$ cat src/rtl/lift_ctrl.sv
`default_nettype none
// ---------------------------------------------------------------------------
// lift_ctrl : three-floor lift sequencer (collective call ordering, door dwell)
// Revision 1.0
// ---------------------------------------------------------------------------
module lift_ctrl #(
  parameter int MOVE_TICKS = 4,
  parameter int DOOR_TICKS = 3
) (
  input  logic       clk,
  input  logic       resetb,
  input  logic       slowref,
  input  logic [2:0] callbtn,
  output logic [1:0] floorno,
  output logic       dir,
  output logic       moving,
  output logic       door_open,
  output logic [2:0] pending
);

  localparam int MAX_TICKS = (MOVE_TICKS > DOOR_TICKS) ? MOVE_TICKS : DOOR_TICKS;
  localparam int CNT_W     = (MAX_TICKS > 1) ? $clog2(MAX_TICKS) : 1;
  localparam logic [CNT_W-1:0] MOVE_LAST = CNT_W'(MOVE_TICKS - 1);
  localparam logic [CNT_W-1:0] DOOR_LAST = CNT_W'(DOOR_TICKS - 1);

  typedef enum logic [1:0] {
    IDLE = 2'd0,
    MOVE = 2'd1,
    DOOR = 2'd2
  } state_t;

  state_t           state;
  logic [CNT_W-1:0] cnt;

  logic [2:0] floor_mask;
  logic [2:0] above_mask;
  logic [2:0] below_mask;
  logic [2:0] calls;
  logic [2:0] latch_mask;
  logic [2:0] clear_mask;
  logic       here_call;
  logic       recall;
  logic       calls_above;
  logic       calls_below;
  logic       calls_ahead;
  logic       calls_behind;
  logic       enter_door;

  always_comb begin
    floor_mask = 3'b100;
    above_mask = 3'b000;
    below_mask = 3'b011;
    case (floorno)
      2'd0: begin
        floor_mask = 3'b001;
        above_mask = 3'b110;
        below_mask = 3'b000;
      end
      2'd1: begin
        floor_mask = 3'b010;
        above_mask = 3'b100;
        below_mask = 3'b001;
      end
      default: begin
        floor_mask = 3'b100;
        above_mask = 3'b000;
        below_mask = 3'b011;
      end
    endcase

    // Direction decisions see live buttons as well as latched calls.
    calls        = pending | callbtn;
    here_call    = |(calls & floor_mask);
    recall       = |(callbtn & floor_mask);
    calls_above  = |(calls & above_mask);
    calls_below  = |(calls & below_mask);
    calls_ahead  = dir ? calls_above : calls_below;
    calls_behind = dir ? calls_below : calls_above;

    // A call for the current floor is only latched while the car is travelling.
    latch_mask = (state == MOVE) ? 3'b111 : ~floor_mask;
    enter_door = (state == IDLE) && here_call;
    clear_mask = enter_door ? floor_mask : 3'b000;
  end

  always_ff @(posedge clk or negedge resetb) begin
    if (!resetb) begin
      state     <= IDLE;
      cnt       <= '0;
      floorno   <= 2'd0;
      dir       <= 1'b1;
      moving    <= 1'b0;
      door_open <= 1'b0;
      pending   <= 3'b000;
    end else begin
      pending <= (pending | (callbtn & latch_mask)) & ~clear_mask;

      case (state)
        IDLE: begin
          cnt <= '0;
          if (here_call) begin
            state     <= DOOR;
            door_open <= 1'b1;
          end else if (calls_ahead) begin
            state  <= MOVE;
            moving <= 1'b1;
          end else if (calls_behind) begin
            dir    <= ~dir;
            state  <= MOVE;
            moving <= 1'b1;
          end
        end

        MOVE: begin
          if (slowref) begin
            if (cnt == MOVE_LAST) begin
              cnt    <= '0;
              state  <= IDLE;
              moving <= 1'b0;
              if (dir && (floorno != 2'd2)) begin
                floorno <= floorno + 2'd1;
              end else if (!dir && (floorno != 2'd0)) begin
                floorno <= floorno - 2'd1;
              end
            end else begin
              cnt <= cnt + CNT_W'(1);
            end
          end
        end

        DOOR: begin
          // A re-press at this floor holds the door; it wins over expiry.
          if (recall) begin
            cnt <= '0;
          end else if (slowref) begin
            if (cnt == DOOR_LAST) begin
              cnt       <= '0;
              state     <= IDLE;
              door_open <= 1'b0;
            end else begin
              cnt <= cnt + CNT_W'(1);
            end
          end
        end

        default: begin
          state     <= IDLE;
          cnt       <= '0;
          moving    <= 1'b0;
          door_open <= 1'b0;
        end
      endcase
    end
  end

`ifndef SYNTHESIS
  a_floor_range : assert property (@(posedge clk) disable iff (!resetb) floorno != 2'b11);
  a_one_activity : assert property (@(posedge clk) disable iff (!resetb) !(moving && door_open));
`endif

endmodule
`default_nettype wire
$ cat config.mk
export PLATFORM = sky130hd
export DESIGN_NAME = lift_ctrl
export DESIGN_NICKNAME = d
export VERILOG_FILES = /design/src/rtl/lift_ctrl.sv
export SDC_FILE = /design/constraint.sdc
export NUM_CORES = 1
export LEC_CHECK = 0
export ABC_AREA = 1
export BUFFER_PORTS_ARGS = -buffer_cell sky130_fd_sc_hd__buf_2
export CELL_PAD_IN_SITES_DETAIL_PLACEMENT = 2
export CELL_PAD_IN_SITES_GLOBAL_PLACEMENT = 2
export CORE_UTILIZATION = 28
export CTS_CLUSTER_DIAMETER = 120
export DETAILED_ROUTE_END_ITERATION = 6
export GPL_ROUTABILITY_DRIVEN = 0
export PLACE_DENSITY_LB_ADDON = 0.1
export SLEW_MARGIN = 25
export SYNTH_ARGS = -nofsm -noshare
export SYNTH_HDL_FRONTEND = slang
export SYNTH_SLANG_ARGS = --single-unit
$ cat constraint.sdc
create_clock -name clk -period 1.4 [get_ports clk]
set_input_delay 0.21 -clock clk [delete_from_list [all_inputs] [get_ports clk]]
set_output_delay 0.21 -clock clk [all_outputs]
set_load 0.005 [all_outputs]
# After elaboration in Yosys (flattened, before gate mapping)

Index checks and enable logic that the tools add are counted.

Bits in registers: 12
Bits of input ports: 6
Output and inout bits: 8
Logic and storage cells: 94

$add $sub $neg: 3
Equality and inequality tests: 16
Muxes and demuxes: 35
Bitwise gates (word level): 15
Reduce and logical (&&, ||, !) cells: 18

Operator list:

| kind                  | count |
|---|---|
| $mux W2               | 15 |
| $and A3 B3 Y3         | 6 |
| $ne A2 B2 Y1 const B  | 7 |
| $pmux W3 S2           | 2 |
| $reduce_or A3 Y1      | 4 |
| $mux W1               | 11 |
| $reduce_and A5 Y1     | 2 |
| $pmux W2 S2           | 2 |
| $reduce_and A4 Y1     | 2 |
| $eq A2 B2 Y1 const B  | 3 |
| $mux W3               | 2 |
| $ne A3 B3 Y1 const B  | 2 |
| $not A3 Y3            | 2 |
| $or A3 B3 Y3          | 2 |
| $pmux W1 S3           | 2 |
| $pmux W2 S3           | 1 |
| $reduce_and A6 Y1     | 1 |
| $not A1 Y1            | 5 |
| $add A2 B1 Y2 const B | 2 |
| $eq A2 B1 Y1 const B  | 2 |
| $logic_not A2 Y1      | 2 |
| $ne A4 B4 Y1 const B  | 1 |
| $reduce_bool A2 Y1    | 2 |
| $logic_and A1 B1 Y1   | 3 |
| 4 further kinds       | 4 |

# Longest topological paths before layout

Gate-level depths: netlist (run 1).

Word-level depth: 9
Mapped depth: 11
Depth with buffers taken out: 11

# Least setup slack after synthesis (run 1)

Ideal clock, no wire load.

Path kind: register to register
Start: register floorno[0]
End: register pending[1]
Setup time: 113 ps
Arrival time: 1,329 ps
Required time: 1,287 ps
Slack: -42 ps
Stages on the path, launching flop included: 11
Path buffers: 0
Period minus slack after synthesis: 1,442 ps
Cell sequence: dfrtp_1 > inv_1 > ha_1 > nor2_4 > nand2_2 > nand3_2 > nand2_2 > o21ai_1 > nand2_1 > nand2_1 > inv_1

Cells in the longest elaborated chain, start to end: 8
Elaborated cells between the ends (all ways): 13
Those cells by class: eq/ne: 1; mux: 3; bitwise: 6; reduce/logical: 3

RTL lines:

| item                                             | line | text |
|---|---|---|
| start: declaration                               | 14   | `output logic [1:0] floorno,` |
| start signal: assignment                         | 121  | `floorno <= floorno + 2'd1;` |
| start signal: assignment                         | 123  | `floorno <= floorno - 2'd1;` |
| $eq A2 B1 Y1 or $logic_not A2 Y1 (tied branches) | 53   | `case (floorno)` |
| $pmux W3 S2 *                                    | 53   |  |
| $and A3 B3 Y3                                    | 73   | `here_call = \|(calls & floor_mask);` |
| $reduce_or A3 Y1                                 | 73   |  |
| $logic_and A1 B1 Y1                              | 82   | `enter_door = (state == IDLE) && here_call;` |
| $mux W3                                          | 83   | `clear_mask = enter_door ? floor_mask : 3'b000;` |
| $not A3 Y3                                       | 96   | `pending <= (pending \| (callbtn & latch_mask)) & ~clear_mask;` |
| $and A3 B3 Y3 *                                  | 96   |  |
| end signal: assignment                           | 96   |  |
| end: declaration                                 | 18   | `output logic [2:0] pending` |

Mark *: on every way between the ends. The rest lies on a longest branch, timed or not.
A chain may end at the register's enable or synchronous reset.

# Worst setup path in the final report (run 1)

Start: register floorno[0]
End: register floorno[0]

Cells in the longest elaborated chain, start to end: 4
Elaborated cells between the ends (all ways): 10
Those cells by class: add/sub: 2; eq/ne: 1; mux: 2; reduce/logical: 5

RTL lines:

| item                                               | line |
|---|---|
| $ne A2 B2 Y1 or $reduce_bool A2 Y1 (tied branches) | 120, 122 |
| $logic_and A1 B1 Y1, on equally long branches      | 120, 122 |
| $reduce_bool A2 Y1 (no source line)                | - |
| $reduce_and A4 Y1 (no source line)                 | - |

Several ways; a longest one is shown, not always the timed one. The select of a mux whose other input is x is not followed.

==> results of run 1 <==
==> logic make-up (layout without fill, tap and decap cells) <==
group	after synthesis	in the layout
compound gates	21	21
xor+xnor	2	2
fa+ha+maj	12	12
buf+inv	24	59
flops	12	12
simple gates	62	62
==> stage by stage <==
| stage | setup WS (ns) | power [uW] | area [um2] | cells |
|---|---|---|---|---|
| detailed placement | -0.203 | 1530 | 1210 | 205 |
| finish | -0.173 | 1870 | 1370 | 214 |
| global route | -0.268 | 2070 | 1370 | 214 |
| CTS | -0.148 | 1860 | 1300 | 212 |
| floorplan | 0.00692 | 1120 | 990 | 133 |
| global placement | -0.166 | 1490 | 1210 | 205 |
==> cell usage after synthesis <==
library cell  number  area, um2
ha_1              12        150
a21oi_2            2       17.5
o22ai_1            1       6.26
o21ai_2            1       8.76
dfstp_2            1       26.3
nand3_1            4       20.0
or2_4              1       8.76
inv_2              3       11.3
nor2_2             2       12.5
a21oi_1            3       15.0
inv_1             21       78.8
o21ai_1            6       30.0
xor2_1             1       8.76
o21ai_0            6       30.0
nor2_4             2       22.5
xnor2_1            1       8.76
dfrtp_1           11        275
a21boi_0           1       7.51
nand2_1           32        120
nand3_2            1       10.0
nand2_2            6       37.5
nor2_1            10       37.5
o32ai_1            1       8.76
nand4_1            4       25.0
==> sequential cells by signal, indices dropped and copies added, names as in the netlist <==
signal     flops
cnt            2
dir            1
door_open      1
floorno        2
moving         1
pending        3
state          2
==> worst reg2reg max path, stage by stage (launching register included) <==
cell and delay [ns]:
dfrtp_1 0.43, inv_2 0.10, buf_4 0.14, buf_6 0.11, ha_4 0.14, inv_2 0.04
nand2_2 0.05, o21ai_1 0.08, nand4_1 0.17, xor2_1 0.20
==> worst max-delay path by stage <==
stage	to	cells past startpoint
finish	floorno[0]	9
global route	door_open	8
CTS	state[0]	8
detailed placement	door_open	10
global placement	door_open	10
floorplan	door_open	9
==> power by group through the flow <==
stage | clock, uW | combinational, uW | sequential, uW
final | 249 | 1110 | 507
after global routing | 289 | 1260 | 521
after CTS | 272 | 1080 | 506
after detailed placement | 0 | 1020 | 513
after global placement | 0 | 982 | 507
after floorplan | 0 | 618 | 506
==> per-layer routing <==
layer  vias to the layer above  GRT usage  part of all wire
li1                        490          -                 -
met1                       469      0.235              0.45
met2                        10      0.311              0.52
met3                         4     0.0315             0.022
met4                         0     0.0487            0.0076
met5                         -          0                 0
==> what timing repair did <==
| item | in CTS | in global routing |
|---|---|---|
| hold buffers | 1 | 0 |
| pin swaps | 4 | 9 |
| hold endpoints to repair | 11 | 0 |
| setup endpoints to repair | 12 | 12 |
| setup buffers | 2 | 2 |
| resized for setup | 12 | 18 |
==> layout make-up <==
class,instances,area [um2],area share
clock buffer,4,26.3,0.0191
inverter,24,90.1,0.0656
multi-input combinational,97,692,0.504
sequential,12,302,0.219
tap,46,57.6,0.0419
timing repair buffer,31,206,0.150
==> metrics.yaml, run 1 <==
grt_pass1_vias: 991
drt-pass1-iter-count: 6
drtIter0Drc: 21
synth_xor_area_frac: 0.0179
synth_cell_types: 24
worst_hold_slack_ns: 0.294
cap_violations: 0
violations: "DRC, setup timing"
powerDensity_mw_per_mm2: 1360
via_per_inst: 4.55
nFillCells: 409
min_delay_path_depth: 3
ir_drop_v: 0.000584
syn_nets: 151
grt_setup_unrepaired: "yes"
leakage_uw: 0.000676
synth.area.mux_share: 0
numPortBuffers: 13
slowest_delay_ns: 0.43
worst_ep_required_time_ns: 1.57
start_util: 0.293
clk_pin_slew_ns: 0.09
post-route-period-util: 1.12
layout_common_cells: "nand2_1, inv_1, buf_4, buf_2, dfrtp_1"
status: "complete, but fails checks"
critPathKind: "reg -> reg"
cts_tree: "built"
layout.nets: 187
grt_pass1_wl_mm: 4.71
synth_fa_ha_area_frac: 0.154
path_common_cell: "inv_2"
avgSynthCellArea_um2: 7.35
num_rows: 21
fin_skew_ns: 0.00408
rrSetupSlack_ns: -0.17
crit_chain: "inv_2 -> buf_4 -> buf_6 -> ha_4 -> inv_2 -> nand2_2 -> o21ai_1 -> nand4_1 -> xor2_1"
grt_max_degree: 13
crit_family: "flip-flops"
finalSetupTns_ns: -1.10
cts_sinks: 12
grt_antenna_before_repair: 0
dpl.hpwl_mm: 2.37
insertedDiodeCount: 0
tightestPinTransition_ns: 0.319
io-pin-count: 14
clockBufferDepth: 2
yosysWarnings: 0
design.die.area_mm2: 0.00373
whs_endpoint: "pending[2]"
end_kind: "register"
ant_nets: 0
die_y_um: 61.1
routed_wl_mm: 3.02
vias: 973
start_kind: "register"
core-area_mm2: 0.00334
ys_seq_elements: 12
cts_buffers: 3
combPwrFrac: 0.595
critical_path.startpoint: "floorno[0]"
min_from: "callbtn[2]"
seq_area_frac_synth: 0.309
utilization: 0.412
seqPwrFrac: 0.271
critPathSlowestCell: "dfrtp_1"
crit_arrival_ns: 1.75
areaGrowthSynthToFinish_pct: 40.6
die_w_um: 61.1
power.share.switching: 0.444
htreeDepth: 1
clockRootBuffer: "clkbuf_4"
wl_per_cell_um: 14.1
synth_area_um2: 977
insertion_delay_ns: 0.28
setup_viol: 12
maxSlewHeadroom: 0.787
groute.usage.overall: 0.181
fmax_mhz: 636
synth_compound_area_frac: 0.127
min_path_type: "in -> reg"
layout_commonest_cell: "nand2_1"
worst_slack_ns: -0.173
pwr-share-clk: 0.133
hold_viol: 0
gr-total-overflow: 0
path_max_fanout: 4
drc: 2
final_layout_size_suffix_gt1_frac: 0.435
r2r-start: "floorno[0]"
internal_power_uw: 1040
postSynthCellCount: 133
power_switching_uw: 829
synth_top_family_by_area: "simple AND/OR/NAND/NOR gates"
worstRegToRegCells: 9
r2r-end: "floorno[0]"
slew_violations: 0
min_period_ns: 1.57
worstPathBufferInverterCount: 4
synth-simple-area-share: 0.301
No activity file was read; power rests on OpenSTA's default activity.
==> inputs of run 2 (changes only) <==
- PLACE_DENSITY: default -> 0.75
- PLACE_DENSITY_LB_ADDON: 0.1 -> default
==> run 2 against run 1 <==
Compared with the run above: the run ends with setup timing left; fmax down 1.1%; die area stayed put; non-clock buffer count is 6 higher; combinational power is 6% higher; setup slack worse by 0.017 ns; cell area grew 5.1%; critical endpoint is now state[1].
==> metrics.yaml, run 2 (synthesis results as in run 1) <==
via_per_inst: 4.64
insertion_delay_ns: 0.28
crit_arrival_ns: 1.77
wl_per_cell_um: 17.5
min_period_ns: 1.59
layout_commonest_cell: "nand2_1"
grt_pass1_vias: 1134
crit_end: "state[1]"
path_max_fanout: 4
insertedDiodeCount: 0
clockBufferDepth: 2
violations: "setup timing"
start_kind: "register"
drtIter0Drc: 10
use_met1: 0.243
post-route-period-util: 1.14
busiest_layer: "met2"
met3_usage: 0.0231
r2r-end: "state[1]"
numPortBuffers: 13
largest_register_ffs: 3
clk_pin_slew_ns: 0.09
cts_tree: "built"
die_y_um: 61.1
fin_total_pwr_uw: 1940
drc: 0
cap_violations: 0
gr-total-overflow: 0
critical_path.startpoint: "floorno[1]"
grt_setup_unrepaired: "yes"
ant_nets: 0
drt-pass1-iter-count: 4
r2r-start: "floorno[1]"
final_layout_size_suffix_gt1_frac: 0.443
core-area_mm2: 0.00334
die_w_um: 61.1
dpl.hpwl_mm: 2.57
htreeDepth: 1
fin_skew_ns: 0.00118
critPathKind: "reg -> reg"
end_kind: "register"
grt_max_degree: 13
layout.nets: 193
vias: 1020
status: "complete, but fails checks"
io-pin-count: 14
cts_sinks: 12
finalSetupTns_ns: -1.69
tightestPinTransition_ns: 0.344
maxSlewHeadroom: 0.771
groute.usage.overall: 0.213
grt_pass1_wl_mm: 5.56
layout_common_cells: "nand2_1, buf_4, inv_1, buf_2, dfrtp_1"
powerDensity_mw_per_mm2: 1340
clockRootBuffer: "clkbuf_4"
ir_drop_v: 0.000628
areaGrowthSynthToFinish_pct: 47.8
hold_viol: 0
worstRegToRegCells: 12
grt_antenna_before_repair: 0
worst_slack_ns: -0.190
fmax_mhz: 629
top_register: "pending"
min_from: "callbtn[2]"
design.die.area_mm2: 0.00373
num_rows: 21
start_util: 0.293
cts_buffers: 3
routed_wl_mm: 3.86
slew_violations: 0
gr-usage-met2: 0.410
leakage_uw: 0.000724
min_path_type: "in -> reg"
worst_ep_required_time_ns: 1.58
rrSetupSlack_ns: -0.19
setup_viol: 12
==> run 2: cell types whose count changed in the layout (fill, tap and decap cells not counted), moves of 2 or more <==
cell and change:
nand3_1 +2, buf_4 +3, o21ai_0 +2, ha_4 +2
inv_1 +2, nor2_1 -2, inv_2 -2, ha_2 -2
buf_6 +3, nor2_2 +3
==> run 2: how the worst min path moves through the flow <==
| stage | slack [ns] | endpoint | depth (start not counted) |
|---|---|---|---|
| after CTS | 0.30 | pending[2] | 3 |
| after global placement | 0.12 | pending[1] | 1 |
| after global routing | 0.33 | pending[2] | 3 |
| after detailed placement | 0.12 | pending[1] | 1 |
| final | 0.30 | pending[2] | 3 |
| after floorplan | -0.09 | cnt[0] | 0 |
==> run 2: per-stage QoR <==
| step | instances | setup WS [ns] | util | hold WS, ns | instance area (um2) |
|---|---|---|---|---|---|
| after detailed placement | 206 | -0.271 | 0.365 | 0.122 | 1220 |
| after floorplan | 133 | 0.00692 | - | -0.0856 | 990 |
| after global placement | 206 | -0.118 | 0.365 | 0.119 | 1220 |
| final | 220 | -0.190 | 0.433 | 0.296 | 1440 |
| after CTS | 215 | -0.161 | 0.410 | 0.300 | 1370 |
| after global routing | 220 | -0.326 | 0.433 | 0.333 | 1440 |
==> run 2: layer usage <==
metal,up-vias,routed length [um]
met2,14,2090
met1,501,1600
met5,-,0
li1,499,-
met3,6,80
met4,0,80
==> run 2: what timing repair did <==
action | in CTS | in global routing
buffers inserted | 4 | 6
resized for setup | 21 | 11
hold endpoints to repair | 11 | 0
pin swaps | 11 | 15
endpoints found under the setup margin | 12 | 12
hold buffers | 1 | 0
==> run 2: power by group <==
group          switching, uW  total [uW]  leakage, uW  internal (uW)
clock                    141         252    0.0000150            111
combinational            669        1180     0.000568            508
sequential              76.7         511     0.000141            435
==> run 2: worst max-delay path, stage by stage, from the launching register on <==
cell     delay, ns
dfrtp_1       0.41
inv_2         0.18
ha_4          0.19
buf_4         0.14
inv_1         0.04
nand2_1       0.06
nand2_2       0.06
o21ai_2       0.08
nor2_1        0.09
nand2_2       0.09
nand2_2       0.05
nand2_1       0.05
nand2_1       0.05
==> run 2: area by class of cell <==
class                      count  area [um2]
sequential                    12         302
timing repair buffer          37         263
fill                         387        1890
tap                           46        57.6
multi-input combinational     97         706
inverter                      24        90.1
clock buffer                   4        26.3
